===== config.mk =====
export PLATFORM = sky130hd
export DESIGN_NAME = mem_access_unit
export DESIGN_NICKNAME = d
export VERILOG_FILES = /design/src/rtl/mem_pkg.sv /design/src/rtl/mem_pending_fifo.sv /design/src/rtl/mem_access_unit.sv
export SDC_FILE = /design/constraint.sdc
export NUM_CORES = 1
export LEC_CHECK = 0
export BUFFER_PORTS_ARGS = -buffer_cell sky130_fd_sc_hd__buf_2
export CAP_MARGIN = 5
export CORE_ASPECT_RATIO = 1.4
export CORE_MARGIN = 1
export CORE_UTILIZATION = 47
export CTS_CLUSTER_DIAMETER = 150
export DETAILED_ROUTE_END_ITERATION = 8
export MAX_ROUTING_LAYER = met4
export PLACE_DENSITY = 0.95
export SETUP_SLACK_MARGIN = 0.02
export SLEW_MARGIN = 20
export SYNTH_ARGS = -nofsm -noshare
export SYNTH_HDL_FRONTEND = slang
export SYNTH_HIERARCHICAL = 1
export SYNTH_SLANG_ARGS = --single-unit

===== constraint.sdc =====
create_clock -name clk -period 4.45 [get_ports clk]
set_input_delay 0.445 -clock clk [delete_from_list [all_inputs] [get_ports clk]]
set_output_delay 0.445 -clock clk [all_outputs]
set_load 0.01 [all_outputs]

===== src/rtl/mem_pkg.sv =====
// Shared types and helpers for the MEM-stage access unit.
// Size encodings, exception codes, the in-flight metadata entry, and the
// store-lane replication / load alignment-extension functions.
package mem_pkg;

    typedef enum logic [1:0] {
        BYTE = 2'b00,
        HALF = 2'b01,
        WORD = 2'b10
    } mem_size_e;

    localparam logic [3:0] EXC_NONE = 4'd0;
    localparam logic [3:0] EXC_ADEL = 4'd4;
    localparam logic [3:0] EXC_ADES = 4'd5;

    // One entry per accepted-but-unanswered bus request.
    typedef struct packed {
        logic      wr;
        mem_size_e size;
        logic      sgn;
        logic [1:0] addr_lo;
        logic      discard;
    } mem_meta_t;

    // Replicate right-aligned store data across all byte lanes.
    function automatic logic [31:0] mem_replicate_wdata(input mem_size_e size,
                                                        input logic [31:0] wdata);
        logic [31:0] r;
        case (size)
            BYTE:    r = {4{wdata[7:0]}};
            HALF:    r = {2{wdata[15:0]}};
            default: r = wdata;
        endcase
        return r;
    endfunction

    // Shift the returned word down to its lane, then zero/sign-extend.
    function automatic logic [31:0] mem_extend_load(input logic [31:0] rdata,
                                                    input logic [1:0]  addr_lo,
                                                    input mem_size_e   size,
                                                    input logic        sgn);
        logic [31:0] sh;
        logic [31:0] r;
        sh = rdata >> {addr_lo, 3'b000};
        case (size)
            BYTE:    r = {{24{sgn & sh[7]}}, sh[7:0]};
            HALF:    r = {{16{sgn & sh[15]}}, sh[15:0]};
            default: r = sh;
        endcase
        return r;
    endfunction

endpackage


===== src/rtl/mem_pending_fifo.sv =====
// In-order FIFO of in-flight request metadata.
// Supports push, pop, occupancy count and a one-shot mark-all-discard; an entry
// pushed in the same cycle as a discard mark keeps its own (clear) discard bit.
module mem_pending_fifo
    import mem_pkg::*;
#(
    parameter int unsigned DEPTH = 2,
    parameter int unsigned CNT_W = $clog2(DEPTH + 1)
) (
    input  logic             i_clk,
    input  logic             i_rst,
    input  logic             i_push,
    input  mem_meta_t        i_push_data,
    input  logic             i_pop,
    input  logic             i_mark_discard,
    output mem_meta_t        o_head,
    output logic [CNT_W-1:0] o_count,
    output logic             o_full
);

    localparam int unsigned      PTR_W    = (DEPTH > 1) ? $clog2(DEPTH) : 1;
    localparam logic [PTR_W-1:0] PTR_LAST = PTR_W'(DEPTH - 1);

    mem_meta_t        r_mem [DEPTH];
    logic [PTR_W-1:0] r_wptr;
    logic [PTR_W-1:0] r_rptr;
    logic [CNT_W-1:0] r_count;
    logic [CNT_W-1:0] w_count_next;

    // Explicit wrap keeps the pointers legal for any depth, including 1.
    function automatic logic [PTR_W-1:0] ptr_inc(input logic [PTR_W-1:0] ptr);
        return (ptr == PTR_LAST) ? '0 : ptr + PTR_W'(1);
    endfunction

    // Occupancy after this cycle's push/pop.
    always_comb begin
        w_count_next = r_count + CNT_W'(i_push) - CNT_W'(i_pop);
    end

    // Entry storage: discard marking first, so a same-cycle push overrides it.
    always_ff @(posedge i_clk or posedge i_rst) begin
        if (i_rst) begin
            for (int i = 0; i < int'(DEPTH); i++) begin
                r_mem[i] <= '0;
            end
        end else begin
            if (i_mark_discard) begin
                for (int i = 0; i < int'(DEPTH); i++) begin
                    r_mem[i].discard <= 1'b1;
                end
            end
            if (i_push) begin
                r_mem[r_wptr] <= i_push_data;
            end
        end
    end

    // Read/write pointers and occupancy count.
    always_ff @(posedge i_clk or posedge i_rst) begin
        if (i_rst) begin
            r_wptr  <= '0;
            r_rptr  <= '0;
            r_count <= '0;
        end else begin
            if (i_push) r_wptr <= ptr_inc(r_wptr);
            if (i_pop)  r_rptr <= ptr_inc(r_rptr);
            r_count <= w_count_next;
        end
    end

    assign o_head  = r_mem[r_rptr];
    assign o_count = r_count;
    assign o_full  = (r_count == CNT_W'(DEPTH));

endmodule


===== src/rtl/mem_access_unit.sv =====
// Pipelined MEM-stage load/store unit with multiple outstanding bus requests.
// Optional feature macro: MEM_ALIGN_EXC_EN -- when defined, misaligned half/word
// accesses raise ADEL/ADES and skip the bus; otherwise addresses are force-aligned.
module mem_access_unit
    import mem_pkg::*;
#(
    parameter int unsigned MAX_OUTSTANDING = 2,
    parameter int unsigned CNT_W           = $clog2(MAX_OUTSTANDING + 1)
) (
    input  logic             clk,
    input  logic             rst,
    input  logic             op_valid,
    output logic             op_ready,
    input  logic             op_wr,
    input  logic [1:0]       op_size,
    input  logic             op_signed,
    input  logic             op_kill,
    input  logic [31:0]      op_addr,
    input  logic [31:0]      op_wdata,
    output logic [3:0]       op_exc,
    input  logic             flush,
    output logic             resp_valid,
    output logic             resp_is_load,
    output logic [31:0]      resp_data,
    output logic             data_req,
    output logic             data_wr,
    output logic [1:0]       data_size,
    output logic [31:0]      data_addr,
    output logic [31:0]      data_wdata,
    input  logic [31:0]      data_rdata,
    input  logic             data_addr_ok,
    input  logic             data_data_ok,
    output logic [CNT_W-1:0] pending,
    output logic             stall
);

    logic [3:0]       w_exc;
    logic [31:0]      w_addr_aligned;
    logic             w_issue;
    logic             w_push;
    logic             w_pop;
    logic             w_full;
    logic             w_head_discard;
    logic [CNT_W-1:0] w_cnt_next;
    mem_meta_t        w_push_data;
    mem_meta_t        w_head;

    logic             r_draining;
    logic             r_resp_valid;
    logic             r_resp_is_load;
    logic [31:0]      r_resp_data;

    // Alignment exception for the presented op.
`ifdef MEM_ALIGN_EXC_EN
    logic w_misaligned;
    always_comb begin
        w_misaligned = 1'b0;
        case (op_size)
            2'b00:   w_misaligned = 1'b0;
            2'b01:   w_misaligned = op_addr[0];
            default: w_misaligned = |op_addr[1:0];
        endcase
        w_exc = EXC_NONE;
        if (op_valid && w_misaligned) begin
            w_exc = op_wr ? EXC_ADES : EXC_ADEL;
        end
    end
`else
    assign w_exc = EXC_NONE;
`endif

    // Force natural alignment on the bus address; a no-op for ops that issue
    // when alignment exceptions are enabled.
    always_comb begin
        w_addr_aligned = op_addr;
        case (op_size)
            2'b00:   w_addr_aligned = op_addr;
            2'b01:   w_addr_aligned[0] = 1'b0;
            default: w_addr_aligned[1:0] = 2'b00;
        endcase
    end

    // Issue, consume and FIFO push/pop decisions.
    always_comb begin
        w_issue  = op_valid & ~op_kill & (w_exc == EXC_NONE) & ~w_full & ~r_draining;
        w_push   = w_issue & data_addr_ok;
        // A pop with nothing in flight is a bus protocol error; ignore it.
        w_pop    = data_data_ok & (pending != '0);
        op_ready = op_valid & (op_kill | (w_exc != EXC_NONE) | w_push);
        stall    = op_valid & ~op_ready;

        w_push_data = '{
            wr:      op_wr,
            size:    mem_size_e'(op_size),
            sgn:     op_signed,
            addr_lo: w_addr_aligned[1:0],
            discard: 1'b0
        };

        w_cnt_next     = pending + CNT_W'(w_push) - CNT_W'(w_pop);
        // A flush also swallows the entry popping in the same cycle.
        w_head_discard = w_head.discard | flush;
    end

    assign op_exc     = w_exc;
    assign data_req   = w_issue;
    assign data_wr    = op_wr;
    assign data_size  = op_size;
    assign data_addr  = w_addr_aligned;
    assign data_wdata = mem_replicate_wdata(mem_size_e'(op_size), op_wdata);

    mem_pending_fifo #(
        .DEPTH (MAX_OUTSTANDING),
        .CNT_W (CNT_W)
    ) u_pending_fifo (
        .i_clk          (clk),
        .i_rst          (rst),
        .i_push         (w_push),
        .i_push_data    (w_push_data),
        .i_pop          (w_pop),
        .i_mark_discard (flush),
        .o_head         (w_head),
        .o_count        (pending),
        .o_full         (w_full)
    );

    // Drain state: set by flush, held until nothing remains in flight.
    always_ff @(posedge clk or posedge rst) begin
        if (rst) begin
            r_draining <= 1'b0;
        end else begin
            r_draining <= (r_draining | flush) & (w_cnt_next != '0);
        end
    end

    // Registered response; data is held until the next delivered response.
    always_ff @(posedge clk or posedge rst) begin
        if (rst) begin
            r_resp_valid   <= 1'b0;
            r_resp_is_load <= 1'b0;
            r_resp_data    <= '0;
        end else begin
            r_resp_valid <= w_pop & ~w_head_discard;
            if (w_pop && !w_head_discard) begin
                r_resp_is_load <= ~w_head.wr;
                r_resp_data    <= w_head.wr ? '0 :
                    mem_extend_load(data_rdata, w_head.addr_lo, w_head.size, w_head.sgn);
            end
        end
    end

    assign resp_valid   = r_resp_valid;
    assign resp_is_load = r_resp_is_load;
    assign resp_data    = r_resp_data;

    // Bus must never answer when nothing is outstanding.
    a_no_spurious_data_ok: assert property (
        @(posedge clk) disable iff (rst) data_data_ok |-> (pending != '0)
    );

endmodule


# After elaboration in Yosys (flattened, before gate mapping)
# Cells that the tools add are included.
classes:
  add_sub_neg: 4
  n_lt_le_gt_ge: 3
  n_eq_ne: 3
  shifts: 1
  mux: 16
  n_bitwise: 22
  reduce_logical: 8
ops:
  columns: ["op", "n"]
  rows:
  - ["case mux 32 bit (2 select lines)", 2]
  - ["two-way mux 32 bit", 1]
  - [">> shifter 32 x 5 -> 32 bit", 1]
  - ["two-way mux 7 bit", 4]
  - ["bitwise mux 14 bit", 1]
  - ["AND 1 bit", 11]
  - ["two-way mux 8 bit", 1]
  - ["demux 7 bit (select 1 bit)", 1]
  - ["two-way mux 1 bit", 6]
  - ["NOT 1 bit", 6]
  - ["== test 2 x 1 -> 1 bit, second input constant", 2]
  - [">= comparator 2 bit, second input constant", 2]
  - ["zero test 2 bit", 2]
  - ["NOT 1 -> 2 bit", 2]
  - ["nonzero test 2 bit", 2]
  - ["OR 1 bit", 3]
  - ["adder 1 bit, second input constant", 2]
  - ["adder 2 x 1 -> 2 bit", 1]
  - ["== test 2 bit, second input constant", 1]
  - ["logical AND 1 bit", 2]
  - ["less-than comparator 2 x 1 -> 1 bit, second input constant", 1]
  - ["OR reduction 2 bit", 1]
  - ["subtractor 2 x 1 -> 2 bit", 1]
  - ["zero test 1 bit", 1]
word_totals:
  regBits: 53
  input_bits: 107

# Depth between registers and ports, before layout
logic_depth:
  word_depth: 9
  ltp_mapped: 9
  depth_no_buf: 9

# Cells and area by module
# Netlist, hierarchy kept.
by_module_without_submodules:
  columns: ["module", "instances", "cells_per_inst", "area_each_um2", "seq_area_each_um2"]
  rows:
  - ["mem_access_unit", 1, 265, 2657.5, 875.8]
  - ["mem_pending_fifo", 1, 56, 827.0, 450.4]

# Worst setup path after synthesis
# No wires, ideal clock.
synth_timing:
  kind: "register -> register"
  from: "reg u_pending_fifo.r_rptr"
  to: "reg r_resp_data[17] (netlist: resp_data[17])"
  setup_ps: 126
  t_arrival_ps: 1972
  required_ps: 4324
  slack_ps: 2352
  path_stages_with_launch: 8
  path_buffers: 3
  period_less_slack_ps: 2098
  path_cell_list: "dfrtp_1 buf_2 mux2_2 or2_2 or2_1 buf_2 buf_2 a221o_1"
synth_lines:
  columns: ["element", "line", "source"]
  rows:
  - ["start: declaration", "mem_pending_fifo.sv:26", "logic [PTR_W-1:0] r_rptr;"]
  - ["start signal: assignment", "mem_pending_fifo.sv:66", "if (i_pop) r_rptr <= ptr_inc(r_rptr);"]
  - ["end signal: assignment", "mem_access_unit.sv:146", "r_resp_data <= w_head.wr ? '0 :"]
  - ["end: declaration", "mem_access_unit.sv:51", "logic [31:0] r_resp_data;"]

==> metrics.txt <==
outcome=finished, final reports clean; Critical Path AT=2.96 ns; Max Fanout on Critical Path=32; Vert. Die Dim=just over 100 um; startpoint types=flip-flop; clk_lat worst skew=0.32 ns; CTS sink cnt=53; io pins=217; CP max stage cell=mux2_2; final instance area=0.00407 mm^2; count of input and output buffers=around 150; cell count after synthesis=approximately 320; Reg clk slew, reported paths=0.11 ns; Achievable Freq=between 300 and 400 MHz; Vias/cell=between 5 and 6; RD Place Congestion=0.939; final hold vios=0; CP Capture Type=flip-flop; Syn. warnings=6; worst relative slew slack=47.7%; RSZ-0062 raised after global routing=false; placed inst area=about 0.0039 mm^2; Routed Antenna Nets=0; vias in the first global route=between 2000 and 3000; Top delay family on crit path=simple AND/OR/NAND/NOR gates; core area=approximately 0.0071 mm^2; M1 GR Usage=~28%; grt met2 use=45.0%; period utilization=just over 60%; grt peak-use layer=met2; Initial Util=about half; share of post-route cells with drive strength above 1=~51%; routed len/inst=between 15 and 20 um; antenna violations before repair=6; hold_buf cts=0; first-pass GRT wire length=14800 um; CP Cell Sequence=mux2_2 > nand2b_1 > nor4_4 > nor2b_1 > a221o_1; synthesized cell area=0.00348 mm^2; TritonCTS buffer count=5; grt met3 use=8.82%; die footprint=around 0.008 mm^2; Max Slew Vio Count=0; Worst-Margin Slew=0.784 ns; CTS H-tree lvls=2; die width=74.8 um; Lkg Pwr=around 2.1 nW; P&R area growth vs syn=16.8%; setup_tns=0 ns; clk_skew=around 0.013 ns; CP required=4.70 ns; Bufs and invs on worst path=0; Seq/Total Area, Yosys=a little under two fifths; final setup fails=0; CP Class=reg -> reg; via count=around 2900; largest net degree at the start of global routing=36; post-cts resize count=0; Rows=36; gr ovfl total=0; Peak supply drop=193 uV; min Tclk post-route=around 2.7 ns; power per cell area=513 mW/mm^2; Post-Syn Area per Cell=10.9 um^2; post-synth cell types=40; MaxCap Viol Count=0; drt pass-1 iters=4; DRC violations left=0; Starting DRT DRC Count=between 150 and 200; postcts setup bufs=0; clk root buf=clkbuf_8; Routed Wire Length=a little over 10000 um; critical path's largest stage delay=roughly 0.6 ns; HP Class=in -> async; DP HPWL=between 8000 and 9000 um; Yosys reg bits=53; CTS tree=done; GRT Overall Usage=26.9%; clock buffer depth=2; final net count=532
## synthesized netlist by cell type, drive strengths merged
cell | count | area [um^2]
nand2b | 3 | 18.8
buf | 60 | 423
nor2b | 4 | 25.0
dfrtp | 53 | 1330
nand3 | 1 | 5.00
mux2 | 43 | 507
or2 | 2 | 12.5
nand2 | 17 | 66.3
mux2i | 23 | 230
and2 | 1 | 6.26
o21a | 10 | 75.1
inv | 8 | 30.0
conb | 1 | 3.75
nor3 | 1 | 5.00
nor3b | 1 | 7.51
a21o | 1 | 7.51
a211o | 1 | 10.0
ha | 4 | 50.1
mux4 | 1 | 22.5
nor2 | 5 | 26.3
nor4 | 1 | 21.3
xnor2 | 4 | 35.0
a211oi | 1 | 20.0
a22o | 16 | 140
o22a | 1 | 8.76
clkbuf | 5 | 18.8
a21oi | 1 | 5.00
or3 | 1 | 11.3
o21ai | 25 | 129
xor2 | 2 | 17.5
a221o | 16 | 160
nand3b | 8 | 60.1
## cells by family after synthesis
kind of cell               count (synthesis)  synth area share [%]
other                                      1                 0.108
and+or+nand+nor                           45                  7.61
adders and majority gates                  4                  1.44
DFF                                       53                  38.1
buffers and inverters                     73                  13.5
xor gates and xnor gates                   6                  1.51
muxes                                     67                  21.8
AOI/OAI and AO/OA                         72                  15.9
## registers in the layout, summed over array words and instances (netlist names)
register and cells:
resp_data 32, r_draining 1, u_pending_fifo/r_rptr 1, u_pending_fifo/r_wptr 1
u_pending_fifo/r_mem 14, resp_valid 1, u_pending_fifo/o_count 2, resp_is_load 1
## metrics by stage
stage / setup slack, ns / cells / total power [mW] / utilization [%] / hold slack, ns
after CTS: 1.74 / 517 / 2.08 / 57.2 / 0.217
after global placement: 1.92 / 509 / 1.76 / 55.8 / 0.468
after global routing: 1.62 / 523 / 2.21 / 57.4 / 0.237
after detailed placement: 1.76 / 509 / 1.79 / 55.8 / 0.476
final: 1.75 / 527 / 2.09 / 57.6 / 0.195
after floorplan: 2.35 / 326 / 1.51 / - / 0.384
## path summary, 6_finish.rpt
path / to / cells past startpoint / from / slack (ns)
worst max-delay path: resp_data[24]$_DFFE_PP0P_ / 5 / u_pending_fifo/r_rptr$_DFFE_PP0P_ / 1.75
worst min-delay path: r_draining$_DFF_PP0_ / 3 / rst / 0.19
worst max register to register: resp_data[24]$_DFFE_PP0P_ / 5 / u_pending_fifo/r_rptr$_DFFE_PP0P_ / 1.75
worst min register to register: resp_is_load$_DFFE_PP0P_ / 1 / resp_is_load$_DFFE_PP0P_ / 0.51
max in group asynchronous: u_pending_fifo/r_mem[8]$_DFFE_PP0P_ / 2 / rst / 3.80
min in group clk: u_pending_fifo/r_mem[10]$_DFFE_PP0P_ / 2 / op_signed / 0.39
## final cells by class
class | count | area, um^2
Sequential cell | 53 | 1330
Clock buffer | 5 | 68.8
Clock inverter | 3 | 28.8
Inverter | 8 | 30.0
Fill cell | 573 | 3000
Timing Repair Buffer | 153 | 768
Antenna cell | 10 | 25.0
Multi-Input combinational cell | 200 | 1710
Tap cell | 95 | 119
## worst register-to-register path, cell delays in order, from the launching register on
cell and delay [ns]:
dfrtp_1 0.54, mux2_2 0.60, nand2b_1 0.28, nor4_4 0.43, nor2b_1 0.55, a221o_1 0.26
## layer usage
layer | up-vias | part of all wire [%]
met5 | - | 0
met4 | 0 | 3.0
met3 | 27 | 8.2
met2 | 166 | 51
met1 | 1385 | 38
li1 | 1319 | -
## power by group
part           leakage (nW)  internal [mW]  switching (mW)
Clock                0.0507          0.118           0.172
Combinational          1.34          0.494           0.527
Sequential            0.695          0.652           0.125
## cells in the final DEF, fill, tap and decap left out, types with 4 or more instances in the layout
cell type / n
dfrtp_1: 53
ha_1: 4
buf_2: 152
mux2_2: 37
mux2i_1: 23
nand2_1: 16
a22o_1: 16
mux2_4: 6
a221o_1: 16
inv_1: 8
conb_1: 6
nor2_1: 4
nand3b_1: 8
o21a_1: 10
clkbuf_8: 5
nor2b_1: 4
xnor2_1: 4
diode_2: 10
o21ai_0: 24
(Power assumes the default switching activity.)
